===== config.mk =====
export PLATFORM = sky130hd
export DESIGN_NAME = wash_timer_scan
export DESIGN_NICKNAME = d
export VERILOG_FILES = /design/src/rtl/wash_timer_scan.sv
export SDC_FILE = /design/constraint.sdc
export NUM_CORES = 1
export LEC_CHECK = 0
export ABC_CLOCK_PERIOD_IN_PS = 2200
export CAP_MARGIN = 20
export CORE_MARGIN = 2
export CORE_UTILIZATION = 50
export CTS_BUF_LIST = sky130_fd_sc_hd__clkbuf_16
export DETAILED_ROUTE_END_ITERATION = 10
export DONT_BUFFER_PORTS = 1
export PLACE_DENSITY = 0.68
export SYNTH_ARGS = -nofsm -noshare
export SYNTH_HDL_FRONTEND = slang
export SYNTH_SLANG_ARGS = --single-unit

===== constraint.sdc =====
create_clock -name clk -period 2.2 [get_ports clk]
set_clock_uncertainty 0.1 [all_clocks]
set_input_delay 0.22 -clock clk [delete_from_list [all_inputs] [get_ports clk]]
set_output_delay 0.22 -clock clk [all_outputs]
set_load 0.01 [all_outputs]

===== src/rtl/wash_timer_scan.sv =====
// -----------------------------------------------------------------------------
// wash_timer_scan
//   Washing-machine style countdown timer (MM:SS in BCD) with a four-digit
//   multiplexed seven-segment scan driver.
//
// Parameters
//   TICK_DIV  clk cycles per countdown second (>= 2)
//   SCAN_DIV  clk cycles per display digit slot (>= 2)
//
// Ports
//   clk       sole clock, rising edge
//   rst       synchronous active-high reset
//   load      one-cycle request to load load_min/load_sec (IDLE/PAUSED only)
//   load_min  BCD minutes {tens,ones}
//   load_sec  BCD seconds {tens,ones}
//   start     one-cycle request to begin/resume the countdown
//   pause     one-cycle request to suspend the countdown
//   run       high while counting down
//   done      one-cycle pulse when the countdown reaches 00:00
//   time_min  current BCD minutes
//   time_sec  current BCD seconds
//   digit     BCD code for the 7-seg decoder, 4'hF = blank
//   an        active-low one-hot digit enable
// -----------------------------------------------------------------------------
module wash_timer_scan #(
  parameter int unsigned TICK_DIV = 50_000_000,
  parameter int unsigned SCAN_DIV = 50_000
) (
  input  logic       clk,
  input  logic       rst,
  input  logic       load,
  input  logic [7:0] load_min,
  input  logic [7:0] load_sec,
  input  logic       start,
  input  logic       pause,
  output logic       run,
  output logic       done,
  output logic [7:0] time_min,
  output logic [7:0] time_sec,
  output logic [3:0] digit,
  output logic [3:0] an
);

  localparam int unsigned PW = (TICK_DIV > 2) ? $clog2(TICK_DIV) : 1;
  localparam int unsigned SW = (SCAN_DIV > 2) ? $clog2(SCAN_DIV) : 1;
  localparam logic [PW-1:0] PRESC_MAX = PW'(TICK_DIV - 1);
  localparam logic [SW-1:0] SCAN_MAX  = SW'(SCAN_DIV - 1);

  typedef enum logic [1:0] {
    ST_IDLE   = 2'd0,
    ST_RUN    = 2'd1,
    ST_PAUSED = 2'd2
  } state_t;

  state_t         state_q, state_d;
  logic [7:0]     min_q, min_d;
  logic [7:0]     sec_q, sec_d;
  logic [PW-1:0]  presc_q, presc_d;
  logic           done_q, done_d;
  logic [SW-1:0]  scan_q, scan_d;
  logic [1:0]     slot_q, slot_d;
  logic [3:0]     digit_q, digit_d;
  logic [3:0]     an_q, an_d;

  logic           load_ok;
  logic [7:0]     cur_min;
  logic [7:0]     cur_sec;
  logic [15:0]    dec_time;

  // Minutes 00-99, seconds 00-59, every nibble a legal BCD digit.
  function automatic logic bcd_valid(input logic [7:0] m, input logic [7:0] s);
    return (m[7:4] <= 4'd9) && (m[3:0] <= 4'd9) &&
           (s[7:4] <= 4'd5) && (s[3:0] <= 4'd9);
  endfunction

  // One-second BCD decrement of {min,sec}; never called with 00:00.
  function automatic logic [15:0] bcd_dec(input logic [15:0] t);
    logic [3:0] mt, mo, st, so;
    mt = t[15:12];
    mo = t[11:8];
    st = t[7:4];
    so = t[3:0];
    if (so != 4'd0) begin
      so = so - 4'd1;
    end else begin
      so = 4'd9;
      if (st != 4'd0) begin
        st = st - 4'd1;
      end else begin
        st = 4'd5;
        if (mo != 4'd0) begin
          mo = mo - 4'd1;
        end else begin
          mo = 4'd9;
          mt = mt - 4'd1;
        end
      end
    end
    return {mt, mo, st, so};
  endfunction

  // Digit shown in a slot; only the minute-tens position is blanked when zero.
  function automatic logic [3:0] digit_sel(input logic [1:0] slot,
                                           input logic [7:0] m,
                                           input logic [7:0] s);
    logic [3:0] d;
    case (slot)
      2'd0:    d = s[3:0];
      2'd1:    d = s[7:4];
      2'd2:    d = m[3:0];
      2'd3:    d = (m[7:4] == 4'd0) ? 4'hF : m[7:4];
      default: d = 4'hF;
    endcase
    return d;
  endfunction

  // Countdown control: load, start/pause arbitration, prescaler and decrement.
  always_comb begin
    state_d  = state_q;
    min_d    = min_q;
    sec_d    = sec_q;
    presc_d  = presc_q;
    done_d   = 1'b0;
    load_ok  = load && (state_q != ST_RUN) && bcd_valid(load_min, load_sec);
    // start acting on the same cycle as a load sees the freshly loaded time
    cur_min  = load_ok ? load_min : min_q;
    cur_sec  = load_ok ? load_sec : sec_q;
    dec_time = bcd_dec({min_q, sec_q});

    case (state_q)
      ST_IDLE: begin
        presc_d = '0;
        if (load_ok) begin
          min_d = load_min;
          sec_d = load_sec;
        end else begin
          min_d = min_q;
        end
        if (start && !pause && ({cur_min, cur_sec} != 16'h0000)) begin
          state_d = ST_RUN;
        end else begin
          state_d = ST_IDLE;
        end
      end
      ST_PAUSED: begin
        if (load_ok) begin
          min_d   = load_min;
          sec_d   = load_sec;
          presc_d = '0;
        end else begin
          presc_d = presc_q;
        end
        if (start && !pause && ({cur_min, cur_sec} != 16'h0000)) begin
          state_d = ST_RUN;
        end else begin
          state_d = ST_PAUSED;
        end
      end
      ST_RUN: begin
        if (presc_q == PRESC_MAX) begin
          presc_d = '0;
          min_d   = dec_time[15:8];
          sec_d   = dec_time[7:0];
          // reaching zero ends the run even if pause arrives in the same cycle
          if (dec_time == 16'h0000) begin
            state_d = ST_IDLE;
            done_d  = 1'b1;
          end else if (pause) begin
            state_d = ST_PAUSED;
          end else begin
            state_d = ST_RUN;
          end
        end else begin
          presc_d = presc_q + PW'(1);
          if (pause) begin
            state_d = ST_PAUSED;
          end else begin
            state_d = ST_RUN;
          end
        end
      end
      default: begin
        state_d = ST_IDLE;
        presc_d = '0;
      end
    endcase
  end

  // Display scan: free-running slot timer; digit and an are computed from the
  // same next slot so they always change together.
  always_comb begin
    scan_d = scan_q;
    slot_d = slot_q;
    if (scan_q == SCAN_MAX) begin
      scan_d = '0;
      slot_d = slot_q + 2'd1;
    end else begin
      scan_d = scan_q + SW'(1);
    end
    an_d    = ~(4'b0001 << slot_d);
    digit_d = digit_sel(slot_d, min_q, sec_q);
  end

  // State registers with synchronous reset.
  always_ff @(posedge clk) begin
    if (rst) begin
      state_q <= ST_IDLE;
      min_q   <= 8'h00;
      sec_q   <= 8'h00;
      presc_q <= '0;
      done_q  <= 1'b0;
      scan_q  <= '0;
      slot_q  <= 2'd0;
      digit_q <= 4'h0;
      an_q    <= 4'b1110;
    end else begin
      state_q <= state_d;
      min_q   <= min_d;
      sec_q   <= sec_d;
      presc_q <= presc_d;
      done_q  <= done_d;
      scan_q  <= scan_d;
      slot_q  <= slot_d;
      digit_q <= digit_d;
      an_q    <= an_d;
    end
  end

  assign run      = (state_q == ST_RUN);
  assign done     = done_q;
  assign time_min = min_q;
  assign time_sec = sec_q;
  assign digit    = digit_q;
  assign an       = an_q;

endmodule


==> results of run 1 <==
worst max-delay path by stage:
stage	from	to	slack [ns]	depth (start not counted)
2_1_floorplan	time_min[1]	state_q[0]	-0.06	7
3_3_place_gp	time_min[3]	state_q[0]	0.02	6
3_5_place_dp	time_min[3]	state_q[0]	0.002	6
4_1_cts	time_min[3]	state_q[0]	0.007	6
5_1_grt	time_sec[0]	time_min[7]	-0.08	9
6_report	time_sec[0]	time_min[2]	0.0008	8
stage by stage:
step	worst slack, ns	total power, mW	TNS (ns)	instance area (sq um)
floorplan	-0.0553	1.70	-0.109	3940
global placement	0.0237	1.82	0	4350
detailed placement	0.00194	1.83	0	4350
CTS	0.00748	3.33	0	4690
global route	-0.0784	3.49	-0.232	4850
finish	0.000821	3.35	0	4850
cell usage in the layout, fill, tap and decap left out, types with 5 or more instances in the layout:
| cell | count |
|---|---|
| sky130_fd_sc_hd__or3_4 | 6 |
| sky130_fd_sc_hd__dfxtp_1 | 62 |
| sky130_fd_sc_hd__a211oi_1 | 9 |
| sky130_fd_sc_hd__nor3_1 | 14 |
| sky130_fd_sc_hd__clkbuf_16 | 9 |
| sky130_fd_sc_hd__nand3_1 | 13 |
| sky130_fd_sc_hd__inv_1 | 14 |
| sky130_fd_sc_hd__nand2_1 | 39 |
| sky130_fd_sc_hd__dfxtp_2 | 9 |
| sky130_fd_sc_hd__buf_4 | 63 |
| sky130_fd_sc_hd__a311oi_1 | 9 |
| sky130_fd_sc_hd__nand4_1 | 16 |
| sky130_fd_sc_hd__xor2_1 | 12 |
| sky130_fd_sc_hd__o21ai_1 | 5 |
| sky130_fd_sc_hd__o21ai_0 | 20 |
| sky130_fd_sc_hd__a21oi_1 | 34 |
| sky130_fd_sc_hd__o22ai_1 | 8 |
| sky130_fd_sc_hd__xnor2_1 | 11 |
| sky130_fd_sc_hd__a31oi_1 | 5 |
| sky130_fd_sc_hd__nor2_1 | 67 |
sequential cells by signal (all words and copies together), names as in the netlist:
name      flops
state_q       2
done          1
slot_q        2
time_sec      8
scan_q       16
presc_q      26
an            4
digit         4
time_min      8
routing by layer:
layer,global-route usage (%),vias up,routed length [um]
met1,31.1,1825,4450
met3,7.31,34,1100
met4,10.9,0,331
met5,0,-,0
met2,43.4,187,5110
li1,-,1880,-
layout make-up:
type,instances,area (sq um)
well taps,102,128
fillers,629,2800
flip-flops and latches,71,1430
multi-input cells,370,2420
clock inverters,7,80.1
repair buffers,65,504
clock buffers,9,225
inverters,16,60.1
cell families after synthesis:
| kind of cell | Yosys count | synth area share, % |
|---|---|---|
| adder cells (fa/ha/maj) | 5 | 1.61 |
| multiplexers | 3 | 0.772 |
| XOR/XNOR | 24 | 5.41 |
| flip-flops | 71 | 36.6 |
| buffers and inverters | 39 | 4.83 |
| AO/OA/AOI/OAI | 129 | 22.1 |
| AND/OR/NAND/NOR | 209 | 28.7 |
timing repair:
item	CTS	global route
setup buffers	0	8
pin swaps	2	9
hold endpoints to repair	43	0
resized for setup	4	24
hold buffers	1	0
setup endpoints to repair	4	36
where the power goes:
part	switching, mW	internal, mW	total [mW]	leakage [nW]
clock network	0.593	0.889	1.48	0.143
logic	0.307	0.238	0.545	0.996
registers	0.0160	1.31	1.33	0.578
==> results.md, run 1 <==
* outcome: completed
* Leakage: 1.72 nW
* fraction of synthesized cell area taken by the top area cell type: 36.6%
* synthesized net count: 506
* # nets final: 559
* Critical Path, Cell by Cell: inv_2 -> ha_4 -> or4b_4 -> or3_4 -> nor2_4 -> mux2i_1 -> a22o_1 -> a21oi_1
* clk_lat worst skew: 0.33 ns
* measured slew at the worst slew-check pin: 0.391 ns
* Commonest cells post-synth: 71 x sky130_fd_sc_hd__dfxtp_1, 67 x sky130_fd_sc_hd__nor2_1, 39 x sky130_fd_sc_hd__nand2_1, 35 x sky130_fd_sc_hd__a21oi_1, 23 x sky130_fd_sc_hd__o21ai_0
* cell at the root of the clock tree: sky130_fd_sc_hd__clkbuf_16
* Worst path max stage delay: 0.48 ns
* number of nets with antenna violations after routing: 0
* gpl congestion: 0.907
* top area cells in the synthesized netlist: sky130_fd_sc_hd__dfxtp_1 37%, sky130_fd_sc_hd__nor2_1 6.5%, sky130_fd_sc_hd__a21oi_1 4.5%, sky130_fd_sc_hd__nand2_1 3.8%, sky130_fd_sc_hd__o21ai_0 3.0%
* sequential element share of the synthesized area: 36.6%
* post-synth top area cell: sky130_fd_sc_hd__dfxtp_1
* Post-synth top flop: sky130_fd_sc_hd__dfxtp_1
* startpoint of the most critical hold path: load_sec[4]
* diode count: 0
* tightest slew margin relative to the limit: 73.6%
* setup slack on the worst flop-to-flop path: 0.0008 ns
* Worst R2R Path Depth: 8
* via count of the first global-routing pass: 3638
* final hold violation count: 0
* Wirelength per Cell: 17.2 um
* leading cell type by number of instances after synthesis: sky130_fd_sc_hd__dfxtp_1
* RSZ-0062 raised after global routing: yes
* H-tree depth: 3
* core occupancy in the finished layout: 63.4%
* layout overhead on the synthesized area: 24.7%
* placeable core area: 7650 sq um
* FF+latch count, synth: 71
* number of synthesized flops with an enable pin: 0
* sum of overflow across all layers after global routing: 0
* Max Clock Freq: 455 MHz
* initial antenna violation count: 0
* shortest clock period the worst path allows after layout: 2.20 ns
* hold worst-path end: time_sec[4]
* DRC violation count after routing: 0
* global-route wire length before repair: 17600 um
* DRT iter0 DRCs: 220
* final count of negative-setup-slack endpoints: 0
* capturing element type of the critical path: flop
* required time reported for the critical path endpoint: 2.32 ns
* Port-buffer cells: 0
* Warnings, synthesis: 0
* I/O Pins: 47
* drt total wl: 11000 um
* worst hold path stage count: 2
* maxcap violations: 0
* post-detailed-placement half-perimeter wirelength: 7460 um
* Yosys cell types: 70
* minimum hold slack: 0.0102 ns
* die extent in y: 92.2 um
* beginning of the worst register-to-register path: time_sec[0]
* Post-Synthesis Cell Area: 3890 sq um
* effective utilization at floorplan: 50.9%
* highest ir drop seen on vdd: 0.451 mV
* clock-pin slew on the worst setup and hold paths: 0.07 ns
* top fanout value on the critical path: 5
* clock tree from TritonCTS: yes
* Critical Path Start Type: flop
* DR pass1 iterations: 5
* share of cells above drive strength 1: 25.5%
* Async S/R FF share, synth: 0%
* overall via count from detail_route: 3926
* number of placed instances with taps included: 615
* number of cells produced by synthesis: 480
* number of clock sinks seen by CTS: 71
* maximum count of clock buffers along a single path: 2
* class of the tightest hold or removal check: input pin to flop
* Final Cycle Share: 100%
* number of rows in the core area: 32
* signal arrival time at the worst endpoint: 2.32 ns
* kind of cell adding the most delay to the critical path: simple AND/OR/NAND/NOR gates
* average footprint of a synthesized cell: 8.10 sq um
* Global Route Usage Sum: 25.9%
* type of the worst setup path: flop to flop
* number of buffers added by the clock tree synthesis step: 9
* area enclosed by the die boundary: 8500 sq um
* number of vias per cell after detailed routing: 6.13
* slowest stage cell on the critical path: sky130_fd_sc_hd__or4b_4
* maximum number of pins on one net before global-route repair: 42
* number of buffers and inverters on the critical path: 1
* Die Span X: 92.2 um
* PD cells: 692 nW/um^2
* non-filler cells, final: 640
* Crit Reg-Reg Endpoint: time_min[2]
* Slew Limit Fails: 0
(Power assumes the default switching activity.)
==> run 2, diff against run 1 <==
- CELL_PAD_IN_SITES_DETAIL_PLACEMENT: not set -> 1
- CELL_PAD_IN_SITES_GLOBAL_PLACEMENT: not set -> 1
- CORE_MARGIN: 2 -> 3
- CORE_UTILIZATION: 50 -> 43
- CTS_CLUSTER_SIZE: not set -> 20
- PLACE_DENSITY: 0.68 -> not set
- PLACE_DENSITY_LB_ADDON: not set -> 0.1
==> run 2 against run 1 <==
  * The run now ends with negative setup slack left
  * Cell count is 3.6% higher
  * First-iteration DRC count is 42% lower
  * Via count is 2.3% higher
  * Routed wire length is 25% higher
  * Setup slack worse by 0.011 ns
  * Maximum frequency is 0.49% lower
  * Sequential power hardly changed
==> results.md, run 2 (synthesis gave the netlist of run 1 again) <==
* total power of the final layout: 3.34 mW
* highest ir drop seen on vdd: 0.305 mV
* drt total wl: 13800 um
* Port-buffer cells: 0
* number of clock sinks seen by CTS: 71
* DRT iter0 DRCs: 128
* cell at the root of the clock tree: sky130_fd_sc_hd__clkbuf_16
* die extent in y: 101 um
* # nets final: 576
* share of cells above drive strength 1: 28.5%
* Die Span X: 101 um
* final hold violation count: 0
* RSZ-0062 raised after global routing: yes
* class of the tightest hold or removal check: input pin to flop
* global-route wire length before repair: 21200 um
* core occupancy in the finished layout: 57.4%
* required time reported for the critical path endpoint: 2.34 ns
* final count of negative-setup-slack endpoints: 1
* clock tree from TritonCTS: yes
* layout overhead on the synthesized area: 29.4%
* maximum number of pins on one net before global-route repair: 42
* number of vias per cell after detailed routing: 6.06
* number of placed instances with taps included: 640
* top fanout value on the critical path: 4
* maximum count of clock buffers along a single path: 2
* I/O Pins: 47
* Setup Slack @ Placement: -0.0554 ns
* clk_lat worst skew: 0.34 ns
* most frequent standard cell in the layout excluding fill and tap cells: sky130_fd_sc_hd__buf_4
* overall via count from detail_route: 4018
* placeable core area: 8760 sq um
* type of the worst setup path: flop to flop
* count of fill cells added during filler insertion: 1048
* number of nets with antenna violations after routing: 0
* signal arrival time at the worst endpoint: 2.35 ns
* DRC violation count after routing: 0
* Leakage: 1.82 nW
* Slew Limit Fails: 0
* number of buffers added by the clock tree synthesis step: 9
* Regs by FF count: presc_q: 26 flops, scan_q: 16 flops
* worst path setup slack after routing: -0.0101 ns
* PD cells: 663 nW/um^2
* area enclosed by the die boundary: 10200 sq um
* Wirelength per Cell: 20.8 um
* largest reg by FF count: presc_q
* sum of overflow across all layers after global routing: 0
* shortest clock period the worst path allows after layout: 2.21 ns
* clock-pin slew on the worst setup and hold paths: 0.07 ns
* total negative setup slack: -0.0101 ns
* setup slack on the worst flop-to-flop path: -0.01 ns
* minimum hold slack: 0.0252 ns
* instance area after placement: 4510 sq um
* maxcap violations: 0
* measured slew at the worst slew-check pin: 0.631 ns
* gpl congestion: 0.967
* post-detailed-placement half-perimeter wirelength: 9150 um
* Critical Path Start Type: flop
* number of rows in the core area: 34
* summed area of non-filler cells in the final layout: 5030 sq um
* initial antenna violation count: 0
* failing checks: negative setup slack
* via count of the first global-routing pass: 4158
* diode count: 0
* tightest slew margin relative to the limit: 57.9%
* H-tree depth: 3
* outcome: finished, violations left
* max FFs per register: 26
* effective utilization at floorplan: 44.4%
* Max Clock Freq: 452 MHz
* DR pass1 iterations: 4
* capturing element type of the critical path: flop
* Final Cycle Share: 100%
* commonest cells after routing, fill and taps aside: 78 x sky130_fd_sc_hd__buf_4, 66 x sky130_fd_sc_hd__nor2_1, 62 x sky130_fd_sc_hd__dfxtp_1
* non-filler cells, final: 663
* Global Route Usage Sum: 26.4%
-- run 2: final cells by class --
class                           instances  area (sq um)  share of cell area [%]
Multi-Input combinational cell        370          2470                    49.1
Tap cell                              108           135                    2.69
Clock buffer                            9           225                    4.48
Sequential cell                        71          1440                    28.5
Inverter                               16          60.1                    1.19
Timing Repair Buffer                   82           648                    12.9
Clock inverter                          7          58.8                    1.17
-- run 2: worst paths after layout --
check,from,to,cells after the start
setup reg to reg,presc_q[1],state_q[0],9
hold reg to reg,scan_q[0],scan_q[0],1
hold / removal,pause,state_q[0],2
setup / recovery,presc_q[1],state_q[0],9
-- run 2: metal layers --
metal	wire length, um	vias to the layer above	global-route usage (%)
met1	5920	1973	31.9
met2	6810	102	46.0
li1	-	1909	-
met5	0	-	0
met4	401	0	10.8
met3	664	34	4.50
-- run 2: critical path, cell delays in order (launching register included) --
cell and delay, ns:
sky130_fd_sc_hd__dfxtp_4 0.37, sky130_fd_sc_hd__ha_4 0.14, sky130_fd_sc_hd__nand3_2 0.09, sky130_fd_sc_hd__or3_4 0.42
sky130_fd_sc_hd__buf_4 0.15, sky130_fd_sc_hd__or2_2 0.30, sky130_fd_sc_hd__buf_4 0.15, sky130_fd_sc_hd__o21ai_4 0.15
sky130_fd_sc_hd__nor3_1 0.06, sky130_fd_sc_hd__a41o_1 0.19
-- run 2: timing repair --
item                       in CTS  in global routing
setup buffers                   2                  4
setup endpoints to repair      18                 26
hold buffers                    1                  0
hold endpoints to repair       43                  0
gates resized for setup        10                 28
pin swaps                       3                 16
-- run 2: where the power goes --
part / switching (mW) / internal (mW)
Clock: 0.655 / 0.785
Combinational: 0.336 / 0.239
Sequential: 0.0158 / 1.31
Total: 1.01 / 2.33
